[src/rtl/game_pkg.sv]
// Shared definitions for the game datapath.
//   - Screen geometry of the 160x120 VGA grid and the matching coordinate widths.
//   - State encoding of the spawn position generator FSM.
package game_pkg;

    localparam int SCREEN_W = 160;
    localparam int SCREEN_H = 120;
    localparam int COORD_XW = 8;
    localparam int COORD_YW = 7;

    typedef enum logic [2:0] {
        ST_IDLE   = 3'd0,
        ST_SAMPLE = 3'd1,
        ST_CHECK  = 3'd2,
        ST_FOLD   = 3'd3,
        ST_HOLD   = 3'd4
    } spawn_state_e;

endpackage

[src/rtl/spawn_pos_gen.sv]
// Spawn position generator.
// Turns the free-running 13-bit LFSR word into an on-screen spawn coordinate.
// Samples are rejected when off-screen or equal to the previously issued
// position; after MAX_TRY rejected samples the last sample is folded into
// range instead, so every request completes in bounded time.
//
// Handshake: a request is taken only in IDLE (req=1). The result is presented
// with valid=1 and x_out/y_out stay stable until the consumer raises ack while
// valid=1; the block returns to IDLE on that edge. req while busy and ack
// outside HOLD have no effect.
//
// Ports:
//   clock  - system clock, rising edge
//   reset  - asynchronous, active-high reset
//   rnd    - LFSR output, advances every clock
//   req    - request a new position (IDLE only)
//   ack    - consumer accepts x_out/y_out while valid=1
//   busy   - high in every state except IDLE
//   valid  - x_out/y_out hold a new position, held until ack
//   x_out  - spawn x, always < X_MAX
//   y_out  - spawn y, always < Y_MAX
module spawn_pos_gen
    import game_pkg::*;
#(
    parameter int X_MAX   = SCREEN_W,
    parameter int Y_MAX   = SCREEN_H,
    parameter int XW      = COORD_XW,
    parameter int YW      = COORD_YW,
    parameter int MAX_TRY = 15
) (
    input  logic          clock,
    input  logic          reset,
    input  logic [12:0]   rnd,
    input  logic          req,
    input  logic          ack,
    output logic          busy,
    output logic          valid,
    output logic [XW-1:0] x_out,
    output logic [YW-1:0] y_out
);

    localparam logic [XW-1:0] X_LIM    = XW'(X_MAX);
    localparam logic [YW-1:0] Y_LIM    = YW'(Y_MAX);
    localparam logic [XW-1:0] X_TOP    = XW'(X_MAX - 1);
    localparam logic [3:0]    LAST_TRY = 4'(MAX_TRY - 1);

    spawn_state_e  state_q, state_d;
    logic [3:0]    try_cnt_q, try_cnt_d;
    logic [XW-1:0] x_raw_q, x_raw_d;
    logic [YW-1:0] y_raw_q, y_raw_d;
    logic [XW-1:0] last_x_q, last_x_d;
    logic [YW-1:0] last_y_q, last_y_d;
    logic          have_last_q, have_last_d;
    logic [XW-1:0] x_out_q, x_out_d;
    logic [YW-1:0] y_out_q, y_out_d;
    logic          valid_q, valid_d;
    logic          busy_q, busy_d;

    logic          in_range;
    logic          is_dup;
    logic          accept;
    logic [XW-1:0] x_fold;
    logic [YW-1:0] y_fold;
    logic [XW-1:0] x_fold_bumped;

    always_comb begin
        in_range = (x_raw_q < X_LIM) && (y_raw_q < Y_LIM);
        is_dup   = have_last_q && (x_raw_q == last_x_q) && (y_raw_q == last_y_q);
        accept   = in_range && !is_dup;

        // A single subtraction brings any raw value into range because
        // twice the bound exceeds the largest representable raw value.
        x_fold = (x_raw_q >= X_LIM) ? (x_raw_q - X_LIM) : x_raw_q;
        y_fold = (y_raw_q >= Y_LIM) ? (y_raw_q - Y_LIM) : y_raw_q;

        // Folded result colliding with the last position is nudged one
        // column right, wrapping at the screen edge.
        x_fold_bumped = x_fold;
        if (have_last_q && (x_fold == last_x_q) && (y_fold == last_y_q)) begin
            x_fold_bumped = (x_fold == X_TOP) ? '0 : (x_fold + XW'(1));
        end
    end

    always_comb begin
        state_d     = state_q;
        try_cnt_d   = try_cnt_q;
        x_raw_d     = x_raw_q;
        y_raw_d     = y_raw_q;
        last_x_d    = last_x_q;
        last_y_d    = last_y_q;
        have_last_d = have_last_q;
        x_out_d     = x_out_q;
        y_out_d     = y_out_q;

        case (state_q)
            ST_IDLE: begin
                if (req) begin
                    state_d   = ST_SAMPLE;
                    try_cnt_d = '0;
                end
            end
            ST_SAMPLE: begin
                // x and y fields share rnd bits 7:6 on purpose.
                x_raw_d = rnd[XW-1:0];
                y_raw_d = rnd[12 -: YW];
                state_d = ST_CHECK;
            end
            ST_CHECK: begin
                if (accept) begin
                    x_out_d     = x_raw_q;
                    y_out_d     = y_raw_q;
                    last_x_d    = x_raw_q;
                    last_y_d    = y_raw_q;
                    have_last_d = 1'b1;
                    state_d     = ST_HOLD;
                end else if (try_cnt_q == LAST_TRY) begin
                    state_d = ST_FOLD;
                end else begin
                    try_cnt_d = try_cnt_q + 4'd1;
                    state_d   = ST_SAMPLE;
                end
            end
            ST_FOLD: begin
                x_out_d     = x_fold_bumped;
                y_out_d     = y_fold;
                last_x_d    = x_fold_bumped;
                last_y_d    = y_fold;
                have_last_d = 1'b1;
                state_d     = ST_HOLD;
            end
            ST_HOLD: begin
                if (ack) begin
                    state_d = ST_IDLE;
                end
            end
            default: begin
                state_d = ST_IDLE;
            end
        endcase

        // Status flags are registered copies of the next state.
        valid_d = (state_d == ST_HOLD);
        busy_d  = (state_d != ST_IDLE);
    end

    always_ff @(posedge clock or posedge reset) begin
        if (reset) begin
            state_q     <= ST_IDLE;
            try_cnt_q   <= '0;
            x_raw_q     <= '0;
            y_raw_q     <= '0;
            last_x_q    <= '0;
            last_y_q    <= '0;
            have_last_q <= 1'b0;
            x_out_q     <= '0;
            y_out_q     <= '0;
            valid_q     <= 1'b0;
            busy_q      <= 1'b0;
        end else begin
            state_q     <= state_d;
            try_cnt_q   <= try_cnt_d;
            x_raw_q     <= x_raw_d;
            y_raw_q     <= y_raw_d;
            last_x_q    <= last_x_d;
            last_y_q    <= last_y_d;
            have_last_q <= have_last_d;
            x_out_q     <= x_out_d;
            y_out_q     <= y_out_d;
            valid_q     <= valid_d;
            busy_q      <= busy_d;
        end
    end

    assign busy  = busy_q;
    assign valid = valid_q;
    assign x_out = x_out_q;
    assign y_out = y_out_q;

endmodule

[config.mk]
export PLATFORM = sky130hd
export DESIGN_NAME = spawn_pos_gen
export DESIGN_NICKNAME = d
export VERILOG_FILES = /design/src/rtl/game_pkg.sv /design/src/rtl/spawn_pos_gen.sv
export SDC_FILE = /design/constraint.sdc
export NUM_CORES = 1
export LEC_CHECK = 0
export CELL_PAD_IN_SITES_DETAIL_PLACEMENT = 1
export CELL_PAD_IN_SITES_GLOBAL_PLACEMENT = 1
export CORE_AREA = 5 5 82 84
export CTS_CLUSTER_SIZE = 40
export DETAILED_ROUTE_END_ITERATION = 8
export DIE_AREA = 0 0 87 89
export GPL_TIMING_DRIVEN = 0
export PLACE_DENSITY = 0.84
export SETUP_SLACK_MARGIN = 0.05
export SLEW_MARGIN = 40
export SYNTH_ARGS = -nofsm -noshare
export SYNTH_HDL_FRONTEND = slang
export SYNTH_SLANG_ARGS = --single-unit
[constraint.sdc]
create_clock -name clock -period 2.72 [get_ports clock]
set_input_delay 0.544 -clock clock [delete_from_list [all_inputs] [get_ports clock]]
set_output_delay 0.544 -clock clock [all_outputs]
set_load 0.05 [all_outputs]
==> flow_metrics.env, run 1 <==
export IMPL_final_common_cell="dfrtp_1"
export IMPL_max_slew_margin_pct=54.0
export IMPL_pwr_share_seq_pct=28.7
export IMPL_tns_ns=0
export IMPL_area_delta_synth_final_pct=24.7
export IMPL_power_internal_mw=1.95
export IMPL_worstPathMaxFanout=10
export IMPL_grt_max_degree=24
export IMPL_fin_skew_ns=0.00735
export IMPL_cts_sinks=38
export IMPL_drv_cap=0
export IMPL_cts_tree="built"
export IMPL_synthMuxAreaShare_pct=7.32
export IMPL_finalHoldViolCount=0
export IMPL_wl_met2_mm=3.44
export IMPL_synthTopCellsByArea="dfrtp_1 40%, xnor2_1 5.9%, mux2_2 5.2%"
export IMPL_layout_drive_gt1_share_pct=14.4
export IMPL_endpoint_kind="register"
export IMPL_synth_top_area_share_pct=40.0
export IMPL_synth_cell_types=55
export IMPL_track_usage_pct=18.4
export IMPL_grt_pass1_vias=2222
export IMPL_rows=28
export IMPL_clkPwrFrac_pct=9.6
export IMPL_clk_pin_slew_ns=0.08
export IMPL_avgViaCountPerCell=5.70
export IMPL_hp_class="register to register"
export IMPL_root_buffer="clkbuf_8"
export IMPL_synth_simple_area_share_pct=20.6
export IMPL_postSynthAreaPerCell_um2=9.59
export IMPL_grt_pass1_wl_mm=11.1
export IMPL_drc_errors=0
export IMPL_synth_seq_cells=38
export IMPL_cts_buffers=5
export IMPL_finalMaxSlewViolations=0
export IMPL_synth_edff_count=0
export IMPL_die_w_um=87
export IMPL_vias=2087
export IMPL_netlist_instances=248
export IMPL_htree_levels=2
export IMPL_io_pins=34
export IMPL_syn_area_um2=2380
export IMPL_hold_path_depth=1
export IMPL_drt_iter0_drc=137
export IMPL_firstDrtPassIters=4
export IMPL_core_um2=5850
export IMPL_leakagePower_nw=1.21
export IMPL_synth_xor_area_share_pct=7.74
export IMPL_yosysTopAreaCell="dfrtp_1"
export IMPL_antenna_found_initial=0
export IMPL_p_switching_mw=2.01
export IMPL_cp_start_kind="register"
export IMPL_syn_num_nets=271
export IMPL_required_ns=2.94
export IMPL_swShare_pct=50.8
export IMPL_synth_fa_ha_area_share_pct=3.16
export IMPL_vdd_ir_drop_worst_mv=0.679
export IMPL_routed_top_layer="met4"
export IMPL_p_total_mw=3.96
export IMPL_layout_common_cells="38 x dfrtp_1, 33 x clkdlybuf4s50_1, 28 x nand2_1"
export IMPL_fin_nets=314
export IMPL_wl_met1_mm=2.96
export IMPL_wl_per_cell_um=18.4
export IMPL_powerDensity_nw_per_um2=1340
export IMPL_fin_crit_sh_pct=92.9
export IMPL_ant_nets=0
export IMPL_synthArstFlopShare_pct=100
export IMPL_clk_latency_ns=0.29
export IMPL_worstPathArrival_ns=2.75
export IMPL_worst_r2r_path_depth=10
export IMPL_comb_power_share_pct=61.8
export IMPL_hpwl_mm=4.82
export IMPL_status="finished, final reports clean"
export IMPL_start_util_pct=40.6
export IMPL_synth_seq_area_share_pct=40.0
export IMPL_period_minus_slack_ns=2.53
export IMPL_cts_buffer_depth=2
export IMPL_synth_top_family_by_area="simple AND/OR/NAND/NOR gates"
export IMPL_synth_compound_area_share_pct=17.7
export IMPL_die_y_um=89
export IMPL_portBuffers=33
export IMPL_rsz0062_at_grt="false"
export IMPL_holdBufCountCts=0
export IMPL_tightest_slew_ns=0.690
export IMPL_wl_mm=6.75
export IMPL_synth_ff_type="dfrtp_1"
export IMPL_gr_total_overflow=0
export IMPL_ys_warn_count=0
export IMPL_place_congestion=0.873
export IMPL_max_freq_mhz=396
export IMPL_dr_wl_met3_um=168
export IMPL_dieArea_um2=7740
export IMPL_antennaDiodeCount=0
export IMPL_crit_type="register to register"
export IMPL_setup_viol=0
-- critical path, cell delays in order (launching register included) --
cell        delay, ns
dfrtp_1          0.33
buf_4            0.20
clkinvlp_4       0.16
ha_4             0.26
nand2b_1         0.14
o221ai_1         0.17
o2111a_1         0.26
o2111a_2         0.27
nand4_4          0.15
or3_1            0.36
a31oi_1          0.16
-- Yosys cell counts (all sizes together), types with 2 or more instances --
cell     number
o21bai        2
o2111a        2
or3           6
and4          2
xnor2        16
mux2i         5
a31oi         9
o2111ai       2
nand3         9
nor2b         4
inv          11
nand3b        2
dfrtp        38
nand4         5
o221ai        2
and3          2
xor2          5
nor3b         2
o21ai        23
clkbuf        4
nor2         11
nand2b        3
a21oi         4
nor3          7
buf           4
nand2        28
and2          2
mux2         11
ha            6
a21o          4
-- power groups by stage --
| stage | Sequential, mW | Combinational [mW] | Clock (mW) |
|---|---|---|---|
| 2_1_floorplan | 1.46 | 1.32 | 0 |
| 3_3_place_gp | 1.13 | 2.25 | 0 |
| 3_5_place_dp | 1.14 | 2.32 | 0 |
| 4_1_cts | 1.14 | 2.38 | 0.388 |
| 5_1_grt | 1.18 | 2.65 | 0.411 |
| 6_report | 1.14 | 2.45 | 0.379 |
-- sequential cells by signal (all words and copies together) (netlist names) --
signal       flops
busy             1
have_last_q      1
state_q          3
try_cnt_q        4
valid            1
x_out            8
x_raw_q          7
y_out            7
y_raw_q          6
-- area by class of cell --
class                      count  area, um2
fill                         679       2890
multi-input combinational    190       1380
sequential                    38        951
timing repair buffer          36        373
tap                           75       93.8
clock buffer                   7       76.3
inverter                      12       51.3
buffer                         8       37.5
-- timing repair --
item	CTS	global route
setup endpoints to repair	6	5
endpoints found under the hold margin	0	0
resized for setup	3	5
setup buffers	1	1
pin swaps	1	1
-- routing by layer --
layer  vias up  GRT usage (%)
met1      1050           23.0
met5         -              0
met3        14           2.76
met4         0           6.94
li1        985              -
met2        38           32.2
-- stage by stage --
| step | util, % | cell area, um2 | instances | worst slack (ns) | hold WS [ns] |
|---|---|---|---|---|---|
| after floorplan | - | 2380 | 248 | 0.277 | 0.438 |
| after global placement | 47.9 | 2800 | 356 | -0.0326 | 0.455 |
| after detailed placement | 48.4 | 2830 | 357 | -0.104 | 0.463 |
| after CTS | 50.2 | 2940 | 365 | 0.0995 | 0.484 |
| after global routing | 50.7 | 2960 | 366 | 0.0195 | 0.504 |
| final | 50.7 | 2960 | 366 | 0.193 | 0.478 |
-- cells by family after synthesis --
group | count (synthesis)
simple gates | 87
compound gates | 60
flops | 38
xor+xnor | 21
buf+inv | 20
mux | 16
fa+ha+maj | 6
-- path summary, 6_finish.rpt --
kind / start / to / slack, ns
worst max-delay path: x_raw_q[6] / x_out[2] / 0.19
worst min-delay path: have_last_q / have_last_q / 0.48
worst max register to register: x_raw_q[6] / x_out[2] / 0.19
worst min register to register: have_last_q / have_last_q / 0.48
max in group asynchronous: reset / y_raw_q[2] / 1.72
min in group asynchronous: reset / valid / 0.56
No activity file was read; power rests on OpenSTA's default activity.
==> inputs of run 2 (changes only) <==
--- a/config.mk
+++ b/config.mk
@@ -18,3 +18,4 @@
 export SYNTH_ARGS = -nofsm -noshare
 export SYNTH_HDL_FRONTEND = slang
 export SYNTH_SLANG_ARGS = --single-unit
+export TNS_END_PERCENT = 5
==> results of run 2 <==
No change in the layout: final DEF, timing and power equal those of run 1.
